--- src/rtl/fifo_drain.sv ---
// Dequeue-side adapter: pulls items from a FIFO head, hides its read latency behind a
// 2-entry skid buffer, and presents an in-order registered valid/ready stream.
module fifo_drain #(
  parameter int unsigned P_WIDTH     = 32,
  parameter int unsigned P_RD_LAT    = 1,
  parameter int unsigned P_CNT_WIDTH = 32
) (
  input  logic                   i_clk,
  input  logic                   i_rst,
  input  logic [P_WIDTH-1:0]     i_fifo_data,
  input  logic                   i_fifo_empty,
  output logic                   o_fifo_deq,
  output logic [P_WIDTH-1:0]     o_data,
  output logic                   o_valid,
  input  logic                   i_ready,
  output logic [P_CNT_WIDTH-1:0] o_count,
  output logic                   o_overflow
);

  logic [P_WIDTH-1:0]     buf0_q, buf0_d;
  logic [P_WIDTH-1:0]     buf1_q, buf1_d;
  logic [1:0]             occ_q, occ_d;
  logic                   infl_q, infl_d;
  logic [P_CNT_WIDTH-1:0] cnt_q, cnt_d;
  logic                   ovf_q, ovf_d;

  logic       pop;
  logic       cap;
  logic [1:0] occ_pop;
  logic [2:0] pending;

  assign o_valid = (occ_q != 2'd0);
  assign pop     = o_valid & i_ready;

  // Slots already claimed once this edge's pop is accounted for; pop implies occ_q >= 1.
  assign pending    = {1'b0, occ_q} + {2'b00, infl_q} - {2'b00, pop};
  assign o_fifo_deq = !i_rst && !i_fifo_empty && (pending < 3'd2);

  // Zero-latency FIFOs hand over data in the deq cycle; otherwise one cycle later.
  assign cap    = (P_RD_LAT == 0) ? o_fifo_deq : infl_q;
  assign infl_d = (P_RD_LAT != 0) && o_fifo_deq;

  always_comb begin
    buf0_d  = buf0_q;
    buf1_d  = buf1_q;
    ovf_d   = ovf_q;
    cnt_d   = cnt_q + P_CNT_WIDTH'(pop);
    occ_pop = occ_q - {1'b0, pop};
    occ_d   = occ_pop;
    if (pop) begin
      buf0_d = buf1_q;
    end
    if (cap) begin
      case (occ_pop)
        2'd0: begin
          buf0_d = i_fifo_data;
          occ_d  = 2'd1;
        end
        2'd1: begin
          buf1_d = i_fifo_data;
          occ_d  = 2'd2;
        end
        default: begin
          ovf_d = 1'b1;
        end
      endcase
    end
  end

  always_ff @(posedge i_clk) begin
    if (i_rst) begin
      buf0_q <= '0;
      buf1_q <= '0;
      occ_q  <= 2'd0;
      infl_q <= 1'b0;
      cnt_q  <= '0;
      ovf_q  <= 1'b0;
    end else begin
      buf0_q <= buf0_d;
      buf1_q <= buf1_d;
      occ_q  <= occ_d;
      infl_q <= infl_d;
      cnt_q  <= cnt_d;
      ovf_q  <= ovf_d;
    end
  end

  assign o_data     = buf0_q;
  assign o_count    = cnt_q;
  assign o_overflow = ovf_q;

endmodule

--- config.mk ---
export PLATFORM = sky130hd
export DESIGN_NAME = fifo_drain
export DESIGN_NICKNAME = d
export VERILOG_FILES = /design/src/rtl/fifo_drain.sv
export SDC_FILE = /design/constraint.sdc
export NUM_CORES = 1
export LEC_CHECK = 0
export ABC_AREA = 1
export ABC_CLOCK_PERIOD_IN_PS = 6250
export CELL_PAD_IN_SITES_DETAIL_PLACEMENT = 0
export CELL_PAD_IN_SITES_GLOBAL_PLACEMENT = 2
export CORE_MARGIN = 1
export CORE_UTILIZATION = 30
export CTS_CLUSTER_SIZE = 12
export DETAILED_ROUTE_END_ITERATION = 8
export PLACE_DENSITY_LB_ADDON = 0.1
export REMOVE_ABC_BUFFERS = 1
export SLEW_MARGIN = 20
export SYNTH_ARGS = -nofsm -noshare
export SYNTH_HDL_FRONTEND = slang
export SYNTH_SLANG_ARGS = --single-unit
--- constraint.sdc ---
create_clock -name i_clk -period 6.25 [get_ports i_clk]
set_input_delay 0.625 -clock i_clk [delete_from_list [all_inputs] [get_ports i_clk]]
set_output_delay 0.625 -clock i_clk [all_outputs]
set_load 0.05 [all_outputs]
==> flow_metrics.env <==
export IMPL_status="finished clean"
export IMPL_antenna_cells=0
export IMPL_port_buffers=102
export IMPL_ys_seq_area_frac=0.421
export IMPL_ys_ff_latch=100
export IMPL_drt_first_iter_violations=195
export IMPL_hold_slack_ns=0.452
export IMPL_synth_simple_area_share=0.278
export IMPL_synth_ff_type="dfxtp_1"
export IMPL_die_x_um=128
export IMPL_postRouteAntennaNets=0
export IMPL_path_max_fanout=54
export IMPL_areaGrowthSynthToFinish_pct=29.7
export IMPL_hpwl_um=8690
export IMPL_cts_buffer_depth=2
export IMPL_setup_viol=0
export IMPL_drv_cap=0
export IMPL_synth_edff_count=0
export IMPL_antenna_found_initial=0
export IMPL_tritoncts="built"
export IMPL_n_fill_cell=1612
export IMPL_yosys_area_top_type="dfxtp_1"
export IMPL_synth_top_family_by_area="simple AND/OR/NAND/NOR gates"
export IMPL_grt_ovfl_total=0
export IMPL_std_cell_rows=45
export IMPL_synth_top_area_frac=0.421
export IMPL_synth_most_common_cell="nand2_1"
export IMPL_synth_cell_area_sq_um=4750
export IMPL_syn_instance_count=681
export IMPL_tightest_slew_ns=0.938
export IMPL_cts_sinks=100
export IMPL_synth_cell_types=30
export IMPL_grt_first_pass_wirelength_um=20500
export IMPL_drc=0
export IMPL_wl_per_cell_um=12.9
export IMPL_async_flop_share=0
export IMPL_crit_path_end_kind="output pin"
export IMPL_insertion_delay_ns=0.35
export IMPL_dieArea_sq_um=16300
export IMPL_synth_compound_area_frac=0.154
export IMPL_synthXorXnorAreaFrac=0.0129
export IMPL_leakage_nw=2.53
export IMPL_drt_pass1_iter_count=4
export IMPL_arrival_ns=3.47
export IMPL_viasPerCell=4.45
export IMPL_required_ns=5.62
export IMPL_io_pins=103
export IMPL_nets=810
export IMPL_total_power_mw=2.26
export IMPL_clock_fmax_mhz=244
export IMPL_wl_met1_um=6200
export IMPL_cts_max_level=3
export IMPL_synth_area_top_cells="dfxtp_1 42%, nand2_1 9.6%, nor2_1 9.2%, inv_1 7.5%, o21ai_0 6.5%"
export IMPL_cp_start_kind="input port"
export IMPL_crit_type="in -> out"
export IMPL_routed_wl_met2_um=5830
export IMPL_yosys_warnings=0
export IMPL_p_per_area_nw_per_um2=367
export IMPL_hold_path_class="reg -> reg"
export IMPL_slew_viol_final=0
export IMPL_ir_worst_vdd_mv=0.213
export IMPL_start_util=0.310
export IMPL_coreArea_sq_um=15300
export IMPL_dr_max_layer_used="met4"
export IMPL_slew_headroom=0.373
export IMPL_clk_pin_slew_ns=0.07
export IMPL_cts_setup_buffers=0
export IMPL_tns_ns=0
export IMPL_drt_wl_total_um=12600
export IMPL_wl_met3_um=473
export IMPL_synth_mux_area_frac=0
export IMPL_period_minus_slack_ns=4.10
export IMPL_fin_worst_skew_ns=0.00724
export IMPL_postCtsResizedCells=0
export IMPL_grt_max_degree=55
export IMPL_seqCellArea_sq_um=2000
export IMPL_multi_input_comb_area_sq_um=2210
export IMPL_drive_gt1_frac=0.0649
export IMPL_dr_total_vias=4363
export IMPL_die_h_um=128
export IMPL_cts_hold_buf=0
export IMPL_grt_pass1_vias=4039
export IMPL_numCtsBuffers=9
export IMPL_gp_congestion=0.804
export IMPL_track_usage=0.161
export IMPL_synthTopCellsByCount="121 x nand2_1, 116 x nor2_1, 100 x dfxtp_1"
export IMPL_finalHoldViolCount=0
export IMPL_synth_fa_ha_area_frac=0.0200
export IMPL_syn_avg_cell_area_sq_um=6.97
export IMPL_fin_util=0.402
export IMPL_root_buffer="clkbuf_16"
export IMPL_final_period_utilization=0.655
export IMPL_rsz0062_at_grt="false"
worst paths after layout:
| path | slack (ns) | from | depth (start not counted) | to |
|---|---|---|---|---|
| worst max-delay path | 2.15 | i_ready | 9 | o_fifo_deq |
| worst min-delay path | 0.45 | buf1_q[0] | 2 | buf1_q[0] |
| worst max register to register | 2.63 | occ_q[1] | 12 | o_data[17] |
| worst min register to register | 0.45 | buf1_q[0] | 2 | buf1_q[0] |
critical path, cell delays in order:
cell	delay [ns]
clkdlybuf4s50_1	0.44
nand2_4	0.45
inv_4	0.19
nor2_1	0.13
o21ai_1	0.08
fa_1	0.49
nand2_1	0.07
nor3_1	0.17
clkdlybuf4s50_1	0.82
layer usage:
| metal | vias to the layer above | GRT usage |
|---|---|---|
| li1 | 2300 | - |
| met1 | 1965 | 0.213 |
| met2 | 88 | 0.266 |
| met3 | 10 | 0.0267 |
| met4 | 0 | 0.0526 |
| met5 | - | 0 |
power by group:
part	internal (mW)	switching [mW]	total [mW]	leakage [nW]
combinational	0.287	0.582	0.869	1.58
clock	0.305	0.249	0.554	0.133
sequential	0.761	0.0749	0.836	0.809
per-stage QoR:
| stage | setup WS (ns) | cell area, sq um | std cells |
|---|---|---|---|
| after global placement | 2.03 | 5880 | 967 |
| after CTS | 2.09 | 6160 | 981 |
| after floorplan | 2.59 | 4580 | 651 |
| final | 2.15 | 6160 | 981 |
| after global routing | 1.98 | 6160 | 981 |
| after detailed placement | 1.97 | 5880 | 967 |
cells by family (layout without fill, tap and decap cells):
kind of cell               count (synthesis)  after routing
adders and majority gates                  7              7
xor gates and xnor gates                   7              7
buffers and inverters                    128            217
and+or+nand+nor                          300            300
AOI/OAI and AO/OA                        139            139
DFF                                      100            100
flip-flops by register name, summed over array words and instances, names as in the netlist:
name and cells:
occ_q 2, o_overflow 1, o_count 32, cap 1
o_data 32, buf1_q 32
layout make-up:
type / count / share of cell area
Clock inverter: 5 / 0.00893
Clock buffer: 9 / 0.0365
Sequential cell: 100 / 0.325
Multi-Input combinational cell: 453 / 0.358
Inverter: 98 / 0.0601
Tap cell: 211 / 0.0428
Timing Repair Buffer: 105 / 0.169
placed cells by master, fill, tap and decap left out, types with 2 or more instances in the layout:
cell type,synthesis,final
nand2_1,121,121
nor2_1,116,116
clkdlybuf4s50_1,0,101
dfxtp_1,100,100
inv_1,95,94
o21ai_0,62,62
a21oi_1,43,43
nand3_1,26,26
o21ai_1,20,20
nor2_2,12,12
o211ai_1,12,12
clkbuf_16,0,9
ha_1,6,6
nand2_2,5,5
xor2_1,5,5
nor3_1,5,5
nand2_4,4,4
nor2_4,4,4
buf_4,1,3
inv_2,2,2
nor2_8,2,2
nand3_2,2,2
nand4_1,2,2
xnor2_1,2,2
clkinv_2,0,2
clkinvlp_4,0,2
Power figures use the tool's default switching activity.
